===== src/rtl/beep_pkg.sv =====
// Shared definitions for the melody sequencer: note codes, FSM states and
// the layout of a 6-bit melody entry.
package beep_pkg;

    localparam int ADDR_W   = 4;
    localparam int DEPTH    = 16;
    localparam int ENTRY_W  = 6;
    localparam int LAST_BIT = 5;
    localparam int DUR_LSB  = 3;
    localparam int DUR_W    = 2;
    localparam int NOTE_LSB = 0;
    localparam int NOTE_W   = 3;
    localparam int PERIOD_W = 18;

    typedef enum logic [NOTE_W-1:0] {
        REST = 3'd0,
        DO   = 3'd1,
        RI   = 3'd2,
        MI   = 3'd3,
        FA   = 3'd4,
        SO   = 3'd5,
        LA   = 3'd6,
        XI   = 3'd7
    } note_t;

    typedef enum logic [1:0] {
        IDLE = 2'd0,
        PLAY = 2'd1,
        GAP  = 2'd2,
        DONE = 2'd3
    } state_t;

    function automatic logic entry_last(input logic [ENTRY_W-1:0] e);
        return e[LAST_BIT];
    endfunction

    function automatic logic [DUR_W-1:0] entry_dur(input logic [ENTRY_W-1:0] e);
        return e[DUR_LSB +: DUR_W];
    endfunction

    function automatic note_t entry_note(input logic [ENTRY_W-1:0] e);
        return note_t'(e[NOTE_LSB +: NOTE_W]);
    endfunction

endpackage


===== src/rtl/beep_sequencer_if.sv =====
// Control, melody-write and status signals of the beep sequencer.
interface beep_sequencer_if;

    logic                         start;
    logic                         stop;
    logic                         pause;
    logic                         loop_en;
    logic                         wr_en;
    logic [beep_pkg::ADDR_W-1:0]  wr_addr;
    logic [beep_pkg::ENTRY_W-1:0] wr_data;
    logic                         beep;
    logic                         busy;
    logic                         done;
    logic [beep_pkg::ADDR_W-1:0]  note_idx;

    modport master (
        output start, stop, pause, loop_en, wr_en, wr_addr, wr_data,
        input  beep, busy, done, note_idx
    );

    modport slave (
        input  start, stop, pause, loop_en, wr_en, wr_addr, wr_data,
        output beep, busy, done, note_idx
    );

endinterface


===== src/rtl/beep_tone_gen.sv =====
// Square-wave generator: counts 0..period-1 while enabled and drives high
// for the first floor(period/2) counts. rst doubles as the phase restart.
module beep_tone_gen
    import beep_pkg::*;
(
    input  logic                clk,
    input  logic                rst,
    input  logic                en,
    input  logic [PERIOD_W-1:0] period,
    output logic                beep
);

    logic [PERIOD_W-1:0] cnt_reg;
    logic [PERIOD_W-1:0] cnt_next;

    always_comb begin
        cnt_next = cnt_reg;
        if (en && (period != '0)) begin
            cnt_next = (cnt_reg >= period - 1'b1) ? '0 : cnt_reg + 1'b1;
        end
    end

    always_ff @(posedge clk) begin
        if (rst) begin
            cnt_reg <= '0;
        end else begin
            cnt_reg <= cnt_next;
        end
    end

    assign beep = (cnt_reg < (period >> 1));

endmodule


===== src/rtl/beep_sequencer.sv =====
// Melody player: steps through a 16-entry note RAM, holding each note for
// its duration, inserting an optional silent gap, with pause/stop/loop.
module beep_sequencer
    import beep_pkg::*;
#(
    parameter int time_unit  = 12_500_000,
    parameter int gap_cycles = 2_500_000,
    parameter int Do_freq    = 191_110,
    parameter int Ri_freq    = 170_262,
    parameter int Mi_freq    = 151_686,
    parameter int Fa_freq    = 143_173,
    parameter int So_freq    = 127_551,
    parameter int La_freq    = 113_636,
    parameter int Xi_freq    = 101_239
) (
    input  logic             clk,
    input  logic             rst,
    beep_sequencer_if.slave  bus
);

    localparam int DUR_CW  = $clog2(4 * time_unit);
    localparam int GAP_CW  = (gap_cycles > 1) ? $clog2(gap_cycles) : 1;
    localparam bit HAS_GAP = (gap_cycles > 0);
    localparam logic [GAP_CW-1:0] GAP_LAST = GAP_CW'(HAS_GAP ? gap_cycles - 1 : 0);
    localparam int FREQS [8] = '{0, Do_freq, Ri_freq, Mi_freq, Fa_freq,
                                 So_freq, La_freq, Xi_freq};

    state_t              state_reg, state_next;
    logic [ADDR_W-1:0]   idx_reg, idx_next;
    logic [DUR_CW-1:0]   dur_cnt_reg, dur_cnt_next;
    logic [GAP_CW-1:0]   gap_cnt_reg, gap_cnt_next;
    logic                load_note;
    logic                advance;

    logic [ENTRY_W-1:0]  mem [DEPTH];
    logic [ENTRY_W-1:0]  cur_entry;
    note_t               cur_note;
    logic [DUR_W-1:0]    cur_dur;
    logic [DUR_CW-1:0]   dur_last;
    logic                end_of_melody;

    logic [PERIOD_W-1:0] period_tab [8];
    logic [PERIOD_W-1:0] cur_period;
    logic                tone_en;
    logic                tone_rst;
    logic                tone_beep;

    genvar gi;
    generate
        for (gi = 0; gi < 8; gi++) begin : gen_period
            assign period_tab[gi] = PERIOD_W'(FREQS[gi]);
        end
    endgenerate

    // RAM is left out of reset so a melody survives rst.
    always_ff @(posedge clk) begin
        if (bus.wr_en && (state_reg == IDLE)) begin
            mem[bus.wr_addr] <= bus.wr_data;
        end
    end

    assign cur_entry     = mem[idx_reg];
    assign cur_note      = entry_note(cur_entry);
    assign cur_dur       = entry_dur(cur_entry);
    assign cur_period    = period_tab[cur_note];
    assign end_of_melody = entry_last(cur_entry) || (idx_reg == ADDR_W'(DEPTH - 1));
    assign dur_last      = DUR_CW'((32'(cur_dur) + 32'd1) * 32'(time_unit) - 32'd1);

    always_ff @(posedge clk) begin
        if (rst) begin
            state_reg   <= IDLE;
            idx_reg     <= '0;
            dur_cnt_reg <= '0;
            gap_cnt_reg <= '0;
        end else begin
            state_reg   <= state_next;
            idx_reg     <= idx_next;
            dur_cnt_reg <= dur_cnt_next;
            gap_cnt_reg <= gap_cnt_next;
        end
    end

    always_comb begin
        state_next   = state_reg;
        idx_next     = idx_reg;
        dur_cnt_next = dur_cnt_reg;
        gap_cnt_next = gap_cnt_reg;
        load_note    = 1'b0;
        advance      = 1'b0;

        if (bus.stop) begin
            state_next   = IDLE;
            idx_next     = '0;
            dur_cnt_next = '0;
            gap_cnt_next = '0;
        end else begin
            case (state_reg)
                IDLE: begin
                    if (bus.start && !bus.pause) begin
                        state_next   = PLAY;
                        idx_next     = '0;
                        dur_cnt_next = '0;
                        load_note    = 1'b1;
                    end
                end
                PLAY: begin
                    if (!bus.pause) begin
                        if (dur_cnt_reg == dur_last) begin
                            dur_cnt_next = '0;
                            if (HAS_GAP) begin
                                state_next   = GAP;
                                gap_cnt_next = '0;
                            end else begin
                                advance = 1'b1;
                            end
                        end else begin
                            dur_cnt_next = dur_cnt_reg + 1'b1;
                        end
                    end
                end
                GAP: begin
                    if (!bus.pause) begin
                        if (gap_cnt_reg == GAP_LAST) begin
                            gap_cnt_next = '0;
                            advance      = 1'b1;
                        end else begin
                            gap_cnt_next = gap_cnt_reg + 1'b1;
                        end
                    end
                end
                DONE: begin
                    state_next = IDLE;
                    idx_next   = '0;
                end
                default: begin
                    state_next = IDLE;
                end
            endcase

            // Leaving a note: next entry, wrap, or finish.
            if (advance) begin
                if (end_of_melody) begin
                    if (bus.loop_en) begin
                        state_next = PLAY;
                        idx_next   = '0;
                        load_note  = 1'b1;
                    end else begin
                        state_next = DONE;
                    end
                end else begin
                    state_next = PLAY;
                    idx_next   = idx_reg + 1'b1;
                    load_note  = 1'b1;
                end
            end
        end
    end

    assign tone_en  = (state_reg == PLAY) && !bus.pause && !bus.stop;
    assign tone_rst = rst || load_note;

    beep_tone_gen u_tone (
        .clk    (clk),
        .rst    (tone_rst),
        .en     (tone_en),
        .period (cur_period),
        .beep   (tone_beep)
    );

    assign bus.beep     = tone_en && (cur_note != REST) && tone_beep;
    assign bus.busy     = (state_reg == PLAY) || (state_reg == GAP);
    assign bus.done     = (state_reg == DONE);
    assign bus.note_idx = idx_reg;

endmodule

===== src/flat_wrapper.sv =====
// flat-port wrapper written by rule: the top's interface ports become plain ports
module beep_sequencer_flat import beep_pkg::*;
#(
    parameter int time_unit  = 12_500_000,
    parameter int gap_cycles = 2_500_000,
    parameter int Do_freq    = 191_110,
    parameter int Ri_freq    = 170_262,
    parameter int Mi_freq    = 151_686,
    parameter int Fa_freq    = 143_173,
    parameter int So_freq    = 127_551,
    parameter int La_freq    = 113_636,
    parameter int Xi_freq    = 101_239
)
  (clk, rst, bus_start, bus_stop, bus_pause, bus_loop_en, bus_wr_en, bus_wr_addr, bus_wr_data, bus_beep, bus_busy, bus_done, bus_note_idx);
  beep_sequencer_if bus_i ();
  input  logic clk;
  input  logic rst;
  input wire logic [$bits(bus_i.start)-1:0] bus_start;
  input wire logic [$bits(bus_i.stop)-1:0] bus_stop;
  input wire logic [$bits(bus_i.pause)-1:0] bus_pause;
  input wire logic [$bits(bus_i.loop_en)-1:0] bus_loop_en;
  input wire logic [$bits(bus_i.wr_en)-1:0] bus_wr_en;
  input wire logic [$bits(bus_i.wr_addr)-1:0] bus_wr_addr;
  input wire logic [$bits(bus_i.wr_data)-1:0] bus_wr_data;
  output wire logic [$bits(bus_i.beep)-1:0] bus_beep;
  output wire logic [$bits(bus_i.busy)-1:0] bus_busy;
  output wire logic [$bits(bus_i.done)-1:0] bus_done;
  output wire logic [$bits(bus_i.note_idx)-1:0] bus_note_idx;
  assign bus_i.start = bus_start;
  assign bus_i.stop = bus_stop;
  assign bus_i.pause = bus_pause;
  assign bus_i.loop_en = bus_loop_en;
  assign bus_i.wr_en = bus_wr_en;
  assign bus_i.wr_addr = bus_wr_addr;
  assign bus_i.wr_data = bus_wr_data;
  assign bus_beep = bus_i.beep;
  assign bus_busy = bus_i.busy;
  assign bus_done = bus_i.done;
  assign bus_note_idx = bus_i.note_idx;
  beep_sequencer #(.time_unit(time_unit), .gap_cycles(gap_cycles), .Do_freq(Do_freq), .Ri_freq(Ri_freq), .Mi_freq(Mi_freq), .Fa_freq(Fa_freq), .So_freq(So_freq), .La_freq(La_freq), .Xi_freq(Xi_freq)) u_core (.clk(clk), .rst(rst), .bus(bus_i));
endmodule

===== config.mk =====
export PLATFORM = sky130hd
export DESIGN_NAME = beep_sequencer_flat
export DESIGN_NICKNAME = d
export VERILOG_FILES = /design/src/rtl/beep_pkg.sv /design/src/rtl/beep_sequencer_if.sv /design/src/rtl/beep_tone_gen.sv /design/src/rtl/beep_sequencer.sv /design/src/flat_wrapper.sv
export SDC_FILE = /design/constraint.sdc
export NUM_CORES = 1
export LEC_CHECK = 0
export BUFFER_PORTS_ARGS = -buffer_cell sky130_fd_sc_hd__buf_2
export CORE_MARGIN = 3
export CORE_UTILIZATION = 55
export CTS_BUF_LIST = sky130_fd_sc_hd__clkbuf_4 sky130_fd_sc_hd__clkbuf_8 sky130_fd_sc_hd__clkbuf_16
export DETAILED_ROUTE_END_ITERATION = 8
export GPL_TIMING_DRIVEN = 0
export PLACE_DENSITY_LB_ADDON = 0.05
export SLEW_MARGIN = 0
export SYNTH_ARGS = -nofsm -noshare
export SYNTH_HDL_FRONTEND = slang
export SYNTH_SLANG_ARGS = --single-unit

===== constraint.sdc =====
create_clock -name clk -period 8.4 [get_ports clk]
set_input_delay 1.68 -clock clk [delete_from_list [all_inputs] [get_ports clk]]
set_output_delay 1.68 -clock clk [all_outputs]
set_load 0.005 [all_outputs]

# Word-level counts from Yosys, hierarchy flattened

Memory sizes are Yosys's and may differ from the RTL's. A register that Yosys moved wholly into a read port is not among the register bits.
Index checks and enable logic that the tools add are counted.

RAM bits: 96
Flip-flop bits (word level): 72
Logic and storage cells: 91
Input bits: 17
Bits in read-only memories: 144
Memories: 2

Memory list:

| memory          | depth | bits a word | read ports | clocked after memory_dff | write ports | line                 | RTL |
|---|---|---|---|---|---|---|---|
| (no name shown) | 8     | 18          | 1          | 0                        | 0           | beep_sequencer.sv:65 | `assign cur_period = period_tab[cur_note];` |
| u_core.mem      | 16    | 6           | 1          | 1                        | 1           | beep_sequencer.sv:35 | `logic [ENTRY_W-1:0] mem [DEPTH];` |

Multipliers: 1
Eq/ne operators: 13
Reduce and logical (&&, ||, !) cells: 22
$add $sub $neg: 7
Magnitude comparators: 3
Mux-type cells: 37
Bitwise logic cells: 1

Operator list:

| operator                                            | count |
|---|---|
| 2-to-1 mux 22 bit                                   | 4 |
| 2-to-1 mux 26 bit                                   | 3 |
| 2-to-1 mux 18 bit                                   | 3 |
| one-hot mux 26 bit (2 select lines)                 | 1 |
| one-hot mux 22 bit (2 select lines)                 | 1 |
| multiplier 32 x 19 -> 21 bit, second input constant | 1 |
| adder 26 x 1 -> 26 bit, second input constant       | 1 |
| == test 26 bit                                      | 1 |
| subtractor 26 x 1 -> 26 bit, second input constant  | 1 |
| adder 22 x 1 -> 22 bit, second input constant       | 1 |
| == test 22 bit, second input constant               | 1 |
| 2-to-1 mux 4 bit                                    | 5 |
| adder 18 x 1 -> 18 bit, second input constant       | 1 |
| >= comparator 18 bit                                | 1 |
| < comparator 18 x 17 -> 1 bit                       | 1 |
| nonzero test 18 bit                                 | 1 |
| subtractor 18 x 1 -> 18 bit, second input constant  | 1 |
| 2-to-1 mux 1 bit                                    | 12 |
| 2-to-1 mux 2 bit                                    | 6 |
| one-hot mux 4 bit (2 select lines)                  | 1 |
| AND reduction 4 bit                                 | 2 |
| logical AND 1 bit                                   | 7 |
| != test 2 bit, second input constant                | 3 |
| one-hot mux 2 bit (3 select lines)                  | 1 |
| other kinds (19)                                    | 24 |

# Longest topological paths before layout

Gate-level depths: netlist of the first run.

Depth in word-level cells: 9
Depth in mapped cells: 21
Depth with buffers taken out: 18

# By module

Synthesis of the first run repeated with hierarchy kept, for this count alone.

Cell total of the unflattened synthesis: 834
Area, all modules: 9105.0 µm²

Modules (own cells, without submodules):

| module         | cells an instance | instances | sequential area each (µm²) | area an instance (µm²) |
|---|---|---|---|---|
| beep_sequencer | 601               | 1         | 3963.8                     | 7189.4 |
| beep_tone_gen  | 233               | 1         | 360.3                      | 1915.6 |

# Worst setup path before layout of the first run

OpenSTA, ideal clock, no wires.

Kind: flip-flop to output port
From: reg, netlist name u_core.bus.note_idx[0]
To: out bus_beep
Cell stages (with the launch flop): 19
Arrival: 3.404 ns
Path buffers: 2
Path slack: 3.316 ns
Required time: 6.720 ns
Cell sequence: dfxtp_1 -> buf_4 -> buf_4 -> mux4_2 -> mux2i_1 -> mux2_2 -> inv_1 -> ha_1 -> inv_1 -> nor2_1 -> a21oi_1 -> ha_1 -> a21o_1 -> a21o_1 -> a21oi_1 -> o21ai_0 -> o21ai_0 -> a21oi_1 -> nor2_1

RTL lines:

| element          | line               | RTL |
|---|---|---|
| end: declaration | flat_wrapper.sv:25 | `output wire logic [$bits(bus_i.beep)-1:0] bus_beep;` |

==> flow_summary.json, run 1 <==
{
  "status": "finished, final reports clean",
  "vdd_drop_max_mv": 0.196,
  "maxCapViolations": 0,
  "final_util": 0.625,
  "grt_max_degree": 20,
  "grt.overflow.total": 0,
  "pwr-share-clk": 0.452,
  "skew_ps": 13.9,
  "finalSetupViolCount": 0,
  "ys_ff_latch": 168,
  "tightest_slew_ps": 1220,
  "coreArea_um2": 15900,
  "worst-setup-path-type": "reg -> out",
  "cts-resized-gates": 0,
  "grt_pass1_wl_um": 32200,
  "syn_avg_cell_area_um2": 11.0,
  "clockBufferDepth": 2,
  "hold_path_end": "u_core.gap_cnt_reg[21]$_SDFFE_PP0P_",
  "synth-edff-count": 96,
  "synth_ff_type": "edfxtp_1",
  "cts_tree": "built",
  "cts_sinks": 168,
  "post_cts_buffers": 0,
  "detail-route-antenna-nets": 0,
  "n_antenna_cell": 0,
  "syn_nets": 890,
  "holdBufCountCts": 0,
  "grt.total_usage": 0.227,
  "timing.final.hold_violations": 0,
  "finalWirelength_um": 19700,
  "syn_area_um2": 8980,
  "rows": 46,
  "worstPathRequired_ps": 6720,
  "internal_power_mw": 1.29,
  "ys_warn_count": 0,
  "yosys.cell_types.count": 68,
  "switching_share": 0.244,
  "hold_class": "reg -> reg",
  "drc": 0,
  "dieArea_um2": 17900,
  "period_needed_ps": 6330,
  "clock_latency_ps": 430,
  "most-common-layout-cells": "nor2_1, edfxtp_1, dfxtp_1",
  "p_comb_frac": 0.036,
  "routed_via_density": 6.00,
  "grt_pass1_vias": 6369,
  "syn_to_final_growth_pct": 10.9,
  "htree_levels": 4,
  "cts_made_buffers": 17,
  "yosysSeqAreaShare": 0.481,
  "power_density_nw_per_um2": 172,
  "crit_path_start_kind": "flop",
  "path_clk_slew_ps": 70,
  "fp.dieH_um": 134,
  "layout_commonest_cell": "nor2_1",
  "dieWidth_um": 134,
  "io_buffers": 23,
  "root_buffer": "clkbuf_16",
  "reg2reg_depth": 20,
  "whs_path_depth": 1,
  "leakagePower_nw": 3.60,
  "rsz0062_at_grt": "no",
  "num-nets-final": 932,
  "power_switching_mw": 0.418,
  "hpwlAfterDp_um": 14400,
  "sequentialPowerShare": 0.512,
  "postSynthCellCount": 814,
  "vias": 6505,
  "dr.first_iter.drc_count": 603,
  "largest_reg_flops": 96,
  "slew_viol_final": 0,
  "fmax_mhz": 158,
  "dr.pass1.iters": 5,
  "start_util": 0.564,
  "arrival_ps": 4650,
  "drive_above_1_share": 0.127,
  "worstHoldStart": "u_core.gap_cnt_reg[21]$_SDFFE_PP0P_",
  "total_power_mw": 1.71,
  "gp_congestion": 0.903,
  "async_reset_ff_frac": 0,
  "reg2reg_to": "u_core.u_tone.cnt_reg[5]$_SDFFE_PP0P_",
  "r2r_slack_ps": 2660,
  "fin_tns_setup_ps": 0,
  "slew_headroom": 0.182,
  "r2r-start": "u_core.bus.note_idx[2]$_SDFF_PP0_",
  "antenna_found_initial": 0,
  "critPathCaptureType": "output pin",
  "worst-path-max-fanout": 10,
  "wl_per_cell_um": 18.1,
  "pin_count": 24,
  "fin_crit_sh": 0.754
}
layer usage:
| layer | global-route usage | share of wire | vias up |
|---|---|---|---|
| met5 | 0 | 0 | - |
| met4 | 0.0617 | 0.011 | 0 |
| met3 | 0.0458 | 0.044 | 20 |
| met2 | 0.376 | 0.49 | 167 |
| met1 | 0.307 | 0.46 | 3182 |
| li1 | - | - | 3136 |
through the flow:
stage | cell area (um2) | worst slack (ps) | hold slack, ps | std cells
detailed placement | 9370 | 2530 | 479 | 1053
global placement | 9370 | 2550 | 455 | 1053
floorplan | 8980 | 3320 | 433 | 814
CTS | 9960 | 2060 | 497 | 1085
finish | 9960 | 2070 | 503 | 1085
global route | 9960 | 1640 | 538 | 1085
cells in the mapped netlist (all sizes together) (3+ instances only):
cell type  number  area, um2
a221o           5       50.1
or3             6       37.5
o22a            3       26.3
a21o           14        105
o311ai          4       42.6
nand4b          3       26.3
mux2            6       67.6
o31ai           5       51.3
buf            13       76.3
or2             3       18.8
nand3          28        140
dfxtp          72       1440
xnor2          28        253
nor3           23        120
a21boi          3       22.5
a211o           4       35.0
o41ai           3       26.3
ha             59        738
o21ai          22        114
nand3b          3       22.5
o31a            3       26.3
o21a            3       22.5
mux2i          17        170
inv            21       78.8
xor2           23        201
nand2          56        210
nand4          22        138
nor4           11       83.8
nor3b           3       22.5
clkbuf         13       48.8
nor4b           8       70.1
and3           18        113
a21oi          23        115
and2            4       25.0
a31oi           3       18.8
mux4           25        563
o211ai          3       22.5
nand2b          9       56.3
edfxtp         96       2880
a211oi          5       37.5
nor2          108        405
nor2b          11       68.8
cells by family after synthesis:
kind of cell,synth area share
and+or+nand+nor,0.182
DFF,0.481
AOI/OAI and AO/OA,0.0925
adders and majority gates,0.0822
xor gates and xnor gates,0.0506
muxes,0.0891
buffers and inverters,0.0227
final cells by class:
cell class                      count  area, um2
Fill cell                        1265       5980
Clock buffer                       17        425
Buffer                             26        125
Clock inverter                     15        165
Multi-Input combinational cell    599       4460
Sequential cell                   168       4320
Tap cell                          216        270
Inverter                           21       78.8
Timing Repair Buffer               23        115
how the worst max path moves through the flow:
stage                                           start        to  cells after the start
floorplan           u_core.bus.note_idx[0]$_SDFF_PP0_  bus_beep                     18
global placement    u_core.bus.note_idx[0]$_SDFF_PP0_  bus_beep                     19
detailed placement  u_core.bus.note_idx[0]$_SDFF_PP0_  bus_beep                     19
CTS                 u_core.bus.note_idx[2]$_SDFF_PP0_  bus_beep                     13
global route        u_core.bus.note_idx[2]$_SDFF_PP0_  bus_beep                     18
finish              u_core.bus.note_idx[1]$_SDFF_PP0_  bus_beep                     13
power groups by stage:
stage	clock network [mW]	registers (mW)	logic [mW]
finish	0.773	0.877	0.0620
global route	0.828	0.877	0.0679
CTS	0.785	0.877	0.0617
detailed placement	0	0.895	0.0614
global placement	0	0.895	0.0589
floorplan	0	0.895	0.0363
critical path, cell delays in order (launching register included):
cell	delay (ps)
dfxtp_1	450
buf_2	340
clkbuf_1	580
mux2i_1	210
mux2i_1	260
clkbuf_1	340
nor2b_1	430
inv_1	150
ha_1	320
a21o_1	170
a2111oi_0	430
o221ai_1	220
nor2_1	190
buf_2	140
Note: power is estimated with default switching activity, not from simulation.
==> inputs of run 2 (changes only) <==
Settings changed: ABC_AREA set to 1.
Clock period 8.4 ns to 6.6 ns, I/O delays scaled along.
==> flow_summary.json, run 2 <==
{
  "hold_path_end": "u_core.gap_cnt_reg[20]$_SDFFE_PP0P_",
  "whs_path_depth": 2,
  "dr.pass1.iters": 5,
  "fp.dieH_um": 139,
  "drc": 0,
  "routed_via_density": 5.48,
  "most-common-layout-cells": "nand2_1, nor2_1, inv_1",
  "cts-resized-gates": 0,
  "vias": 8218,
  "maxCapViolations": 0,
  "postSynthCellCount": 1221,
  "fin_crit_sh": 0.891,
  "ff_latch_area_um2": 4320,
  "slew_headroom": 0.448,
  "grt_pass1_wl_um": 37900,
  "reg2reg_depth": 26,
  "synth-edff-count": 96,
  "cts_made_buffers": 17,
  "dieWidth_um": 139,
  "postPlaceCellArea_um2": 10200,
  "pre_cts_ws_ps": 1310,
  "holdBufCountCts": 0,
  "period_needed_ps": 5880,
  "timing.final.ws_setup_ps": 719,
  "wl_per_cell_um": 15.5,
  "ys_ff_latch": 168,
  "grt.total_usage": 0.240,
  "start_util": 0.562,
  "rows": 48,
  "fmax_mhz": 170,
  "coreArea_um2": 17400,
  "worst-setup-path-type": "reg -> out",
  "detail-route-antenna-nets": 0,
  "finalWirelength_um": 23200,
  "root_buffer": "clkbuf_16",
  "fin_tns_setup_ps": 0,
  "power_density_nw_per_um2": 203,
  "synth_compound_area_frac": 0.0988,
  "synth-simple-area-share": 0.271,
  "synth_top_family_by_area": "simple AND/OR/NAND/NOR gates",
  "synthMuxAreaShare": 0,
  "htree_levels": 4,
  "worst-path-max-fanout": 10,
  "rsz0062_at_grt": "no",
  "fill_cells": 1561,
  "slew_viol_final": 0,
  "largest_reg_flops": 96,
  "vdd_drop_max_mv": 0.224,
  "hold_class": "reg -> reg",
  "cts_sinks": 168,
  "ys_warn_count": 0,
  "synthTopCellsByCount": "nand2_1, nor2_1, inv_1",
  "yosys.cell_types.count": 47,
  "worstHoldStart": "u_core.gap_cnt_reg[20]$_SDFFE_PP0P_",
  "skew_ps": 15.7,
  "r2r_slack_ps": 1320,
  "post_cts_buffers": 0,
  "synth_area_leader_cell": "edfxtp_1",
  "finalSetupViolCount": 0,
  "grt_pass1_vias": 7596,
  "io_buffers": 23,
  "syn_area_um2": 9760,
  "syn_nets": 1297,
  "dr.first_iter.drc_count": 602,
  "multi_input_area_um2": 4740,
  "layout_commonest_cell": "nand2_1",
  "yosys-top-cells-area": "edfxtp_1, dfxtp_1, nand2_1",
  "clock_latency_ps": 430,
  "antenna_found_initial": 0,
  "hpwlAfterDp_um": 16700,
  "synthXorXnorAreaFrac": 0.0404,
  "gp_congestion": 0.895,
  "async_reset_ff_frac": 0,
  "synth_most_common_cell": "nand2_1",
  "cts_tree": "built",
  "grt.overflow.total": 0,
  "critPathCaptureType": "output pin",
  "tightest_slew_ps": 825,
  "pin_count": 24,
  "grt_max_degree": 17,
  "reg2reg_to": "u_core.u_tone.cnt_reg[1]$_SDFFE_PP0P_",
  "synth_ff_type": "edfxtp_1",
  "final_area_um2": 10700,
  "worstPathRequired_ps": 5280,
  "dieArea_um2": 19400,
  "startpoint": "u_core.bus.note_idx[1]$_SDFF_PP0_",
  "path_clk_slew_ps": 70,
  "syn_to_final_growth_pct": 9.78,
  "synth-adder-area-share": 0.0756,
  "drive_above_1_share": 0.0793,
  "clockBufferDepth": 2,
  "n_antenna_cell": 0,
  "status": "finished, final reports clean",
  "yosysSeqAreaShare": 0.443,
  "timing.final.hold_violations": 0,
  "arrival_ps": 4560,
  "crit_path_start_kind": "flop",
  "syn_avg_cell_area_um2": 7.99,
  "final_util": 0.617,
  "leakagePower_nw": 4.18,
  "num-nets-final": 1339,
  "synth_top_area_frac": 0.295,
  "r2r-start": "u_core.bus.note_idx[1]$_SDFF_PP0_"
}
run 2: layout make-up:
cell class | instances | share of cell area
multi-input cells | 895 | 0.443
flip-flops and latches | 168 | 0.404
inverters | 126 | 0.0444
clock buffers | 17 | 0.0397
well taps | 225 | 0.0263
plain buffers | 32 | 0.0203
clock inverters | 13 | 0.0124
repair buffers | 23 | 0.0107
run 2: cell families after synthesis:
logic type               Yosys count
AND/OR/NAND/NOR                  618
XOR/XNOR                          45
AO/OA/AOI/OAI                    173
buffers and inverters            158
adder cells (fa/ha/maj)           59
flip-flops                       168
run 2: critical path, cell delays in order, from the launching register on:
cell and delay (ps):
dfxtp_1 510, buf_2 330, buf_2 290, o21ai_0 130, o211ai_1 190, nand3_1 120, nand3_1 170, inv_1 140
ha_1 210, inv_1 100, nor2_1 110, a21oi_1 240, ha_1 300, nand2_1 70, inv_1 50, nand3_1 60
a31oi_1 70, a2111oi_0 570, nand3_1 150, nor2_1 170, buf_2 140
run 2: worst max path at each step:
stage / to / slack (ps) / cells after the start
3_5_place_dp: bus_beep / 1310 / 20
2_1_floorplan: bus_beep / 2400 / 18
6_report: bus_beep / 720 / 20
3_3_place_gp: bus_beep / 1370 / 23
4_1_cts: bus_beep / 820 / 20
5_1_grt: bus_beep / 420 / 20
run 2: through the flow:
step | instances | power, mW | hold WS [ps]
6_report | 1499 | 2.18 | 488
5_1_grt | 1499 | 2.25 | 528
4_1_cts | 1499 | 2.19 | 493
3_5_place_dp | 1469 | 1.23 | 480
3_3_place_gp | 1469 | 1.23 | 471
2_1_floorplan | 1221 | 1.20 | 455
run 2: routing by layer:
metal | global-route usage | wire, um | part of all wire | up-vias
met2 | 0.394 | 10900 | 0.47 | 205
met3 | 0.0381 | 1150 | 0.050 | 24
met4 | 0.0695 | 295 | 0.013 | 0
met1 | 0.332 | 10800 | 0.47 | 3813
li1 | - | - | - | 4176
met5 | 0 | 0 | 0 | -
run 2: report_power, final:
| group | internal (mW) | switching, mW | total, mW |
|---|---|---|---|
| Sequential | 1.12 | 0.00519 | 1.12 |
| Clock | 0.527 | 0.439 | 0.966 |
| Combinational | 0.0239 | 0.0661 | 0.0900 |
| Total | 1.67 | 0.511 | 2.18 |
==> inputs of run 3 (changes only) <==
Settings changed: CORE_UTILIZATION 55 to 40.
==> flow_summary.json, run 3 (same netlist as run 2, synthesis figures left out) <==
{
  "worst-path-max-fanout": 10,
  "holdBufCountCts": 0,
  "drive_above_1_share": 0.0807,
  "startpoint": "u_core.bus.note_idx[1]$_SDFF_PP0_",
  "r2r-start": "u_core.bus.note_idx[1]$_SDFF_PP0_",
  "grt.total_usage": 0.196,
  "slowest_delay_ps": 550,
  "power_density_nw_per_um2": 209,
  "vdd_drop_max_mv": 0.164,
  "hold_class": "reg -> reg",
  "dr.pass1.iters": 5,
  "drc": 0,
  "leakagePower_nw": 4.22,
  "fin_crit_sh": 0.895,
  "rsz0062_at_grt": "no",
  "finalWirelength_um": 25200,
  "htree_levels": 4,
  "postPlaceCellArea_um2": 10300,
  "slew_viol_final": 0,
  "arrival_ps": 4590,
  "sequentialPowerShare": 0.491,
  "antenna_found_initial": 0,
  "path_cells": "buf_2, buf_2, nor2_1, o21ai_0, o211ai_1, nand3_1, nand3_1, inv_1, ha_1, inv_1, nor2_1, a21oi_1, ha_1, nand2_1, inv_1, nand3_1, a31oi_1, a2111oi_0, nand3_1, nor2_1, buf_2",
  "dieWidth_um": 162,
  "wl_per_cell_um": 15.8,
  "clockBufferDepth": 2,
  "syn_to_final_growth_pct": 11.9,
  "most-common-layout-cells": "nand2_1, nor2_1, inv_1",
  "cp_num_buf_inv": 6,
  "reg2reg_to": "u_core.u_tone.cnt_reg[1]$_SDFFE_PP0P_",
  "hpwlAfterDp_um": 18300,
  "clock_latency_ps": 440,
  "crit_path_start_kind": "flop",
  "worst-setup-path-type": "reg -> out",
  "vias": 8156,
  "rows": 56,
  "internal_power_mw": 1.70,
  "power_switching_mw": 0.583,
  "io_buffers": 23,
  "slew_headroom": 0.480,
  "gp_congestion": 0.836,
  "grt_pass1_vias": 7696,
  "maxCapViolations": 0,
  "slowest_stage": "dfxtp_1",
  "path_depth": 21,
  "largest_reg_flops": 96,
  "wl_met3_um": 892,
  "grt_max_degree": 21,
  "pin_count": 24,
  "worstPathRequired_ps": 5280,
  "cts_made_buffers": 17,
  "routed_via_density": 5.11,
  "met2_length_um": 11700,
  "m1WireLength_um": 12300,
  "crit_top_cell": "nand3_1",
  "grt_pass1_wl_um": 41000,
  "start_util": 0.411,
  "timing.final.hold_violations": 0,
  "reg2reg_depth": 26,
  "endpoint": "bus_beep",
  "p_comb_frac": 0.040,
  "critPathCaptureType": "output pin",
  "switching_share": 0.256,
  "r2r_slack_ps": 1030,
  "n_antenna_cell": 0,
  "pwr-share-clk": 0.469,
  "layout_commonest_cell": "nand2_1",
  "fp.dieH_um": 162,
  "total_power_mw": 2.28,
  "tightest_slew_ps": 777,
  "cts_sinks": 168,
  "detail-route-antenna-nets": 0,
  "fin_tns_setup_ps": 0,
  "path_delay_family": "buffers and inverters",
  "status": "finished, final reports clean",
  "cts_tree": "built",
  "dr.first_iter.drc_count": 543,
  "finalSetupViolCount": 0,
  "cts-resized-gates": 0,
  "final_area_um2": 10900,
  "dieArea_um2": 26300,
  "post_cts_buffers": 0,
  "grt.overflow.total": 0,
  "fmax_mhz": 169,
  "fill_cells": 2425,
  "skew_ps": 20.5,
  "period_needed_ps": 5910,
  "num-nets-final": 1339,
  "root_buffer": "clkbuf_16",
  "path_clk_slew_ps": 80,
  "coreArea_um2": 23800,
  "highest_layer": "met4"
}
run 3: changes by cell type in the layout (fill, tap and decap cells not counted), sizes merged:
cell / before / now
clkinv: 3 / 8
clkinvlp: 3 / 1
inv: 132 / 131
run 3: metrics by stage:
step,util,std cells,hold slack (ps),worst slack (ps)
after CTS,0.460,1595,502,640
after floorplan,-,1221,455,2400
after global routing,0.460,1595,523,318
after detailed placement,0.433,1563,487,1130
after global placement,0.433,1563,470,1110
final,0.460,1595,498,690
run 3: tightest hold or removal path, cell delays in order (launching register included):
cell,delay (ps)
dfxtp_1,320
nor2_1,90
nor2_1,50
run 3: worst min path at each step:
stage / from / to / slack (ps) / depth (start not counted)
global placement: u_core.gap_cnt_reg[20]$_SDFFE_PP0P_ / u_core.gap_cnt_reg[20]$_SDFFE_PP0P_ / 470 / 2
detailed placement: u_core.gap_cnt_reg[20]$_SDFFE_PP0P_ / u_core.gap_cnt_reg[20]$_SDFFE_PP0P_ / 490 / 2
CTS: u_core.gap_cnt_reg[20]$_SDFFE_PP0P_ / u_core.gap_cnt_reg[20]$_SDFFE_PP0P_ / 500 / 2
floorplan: u_core.gap_cnt_reg[20]$_SDFFE_PP0P_ / u_core.gap_cnt_reg[20]$_SDFFE_PP0P_ / 460 / 2
global route: u_core.gap_cnt_reg[20]$_SDFFE_PP0P_ / u_core.gap_cnt_reg[20]$_SDFFE_PP0P_ / 520 / 2
finish: u_core.gap_cnt_reg[20]$_SDFFE_PP0P_ / u_core.gap_cnt_reg[20]$_SDFFE_PP0P_ / 500 / 2
run 3: layer usage:
metal,vias to the layer above,global-route usage
li1,4183,-
met1,3805,0.277
met2,147,0.317
met3,21,0.0270
met4,0,0.0473
met5,-,0
run 3: cell type report:
| class | count | area (um2) | area share |
|---|---|---|---|
| Buffer | 32 | 218 | 0.0199 |
| Clock buffer | 17 | 425 | 0.0390 |
| Clock inverter | 15 | 219 | 0.0201 |
| Inverter | 126 | 475 | 0.0435 |
| Multi-Input combinational cell | 895 | 4740 | 0.434 |
| Sequential cell | 168 | 4320 | 0.396 |
| Tap cell | 319 | 399 | 0.0365 |
| Timing Repair Buffer | 23 | 115 | 0.0105 |
run 3: power by group through the flow:
stage | combinational [mW] | clock [mW] | sequential (mW)
floorplan | 0.0555 | 0 | 1.14
global placement | 0.0915 | 0 | 1.14
detailed placement | 0.0918 | 0 | 1.14
CTS | 0.0922 | 1.10 | 1.12
global route | 0.104 | 1.14 | 1.12
finish | 0.0914 | 1.07 | 1.12
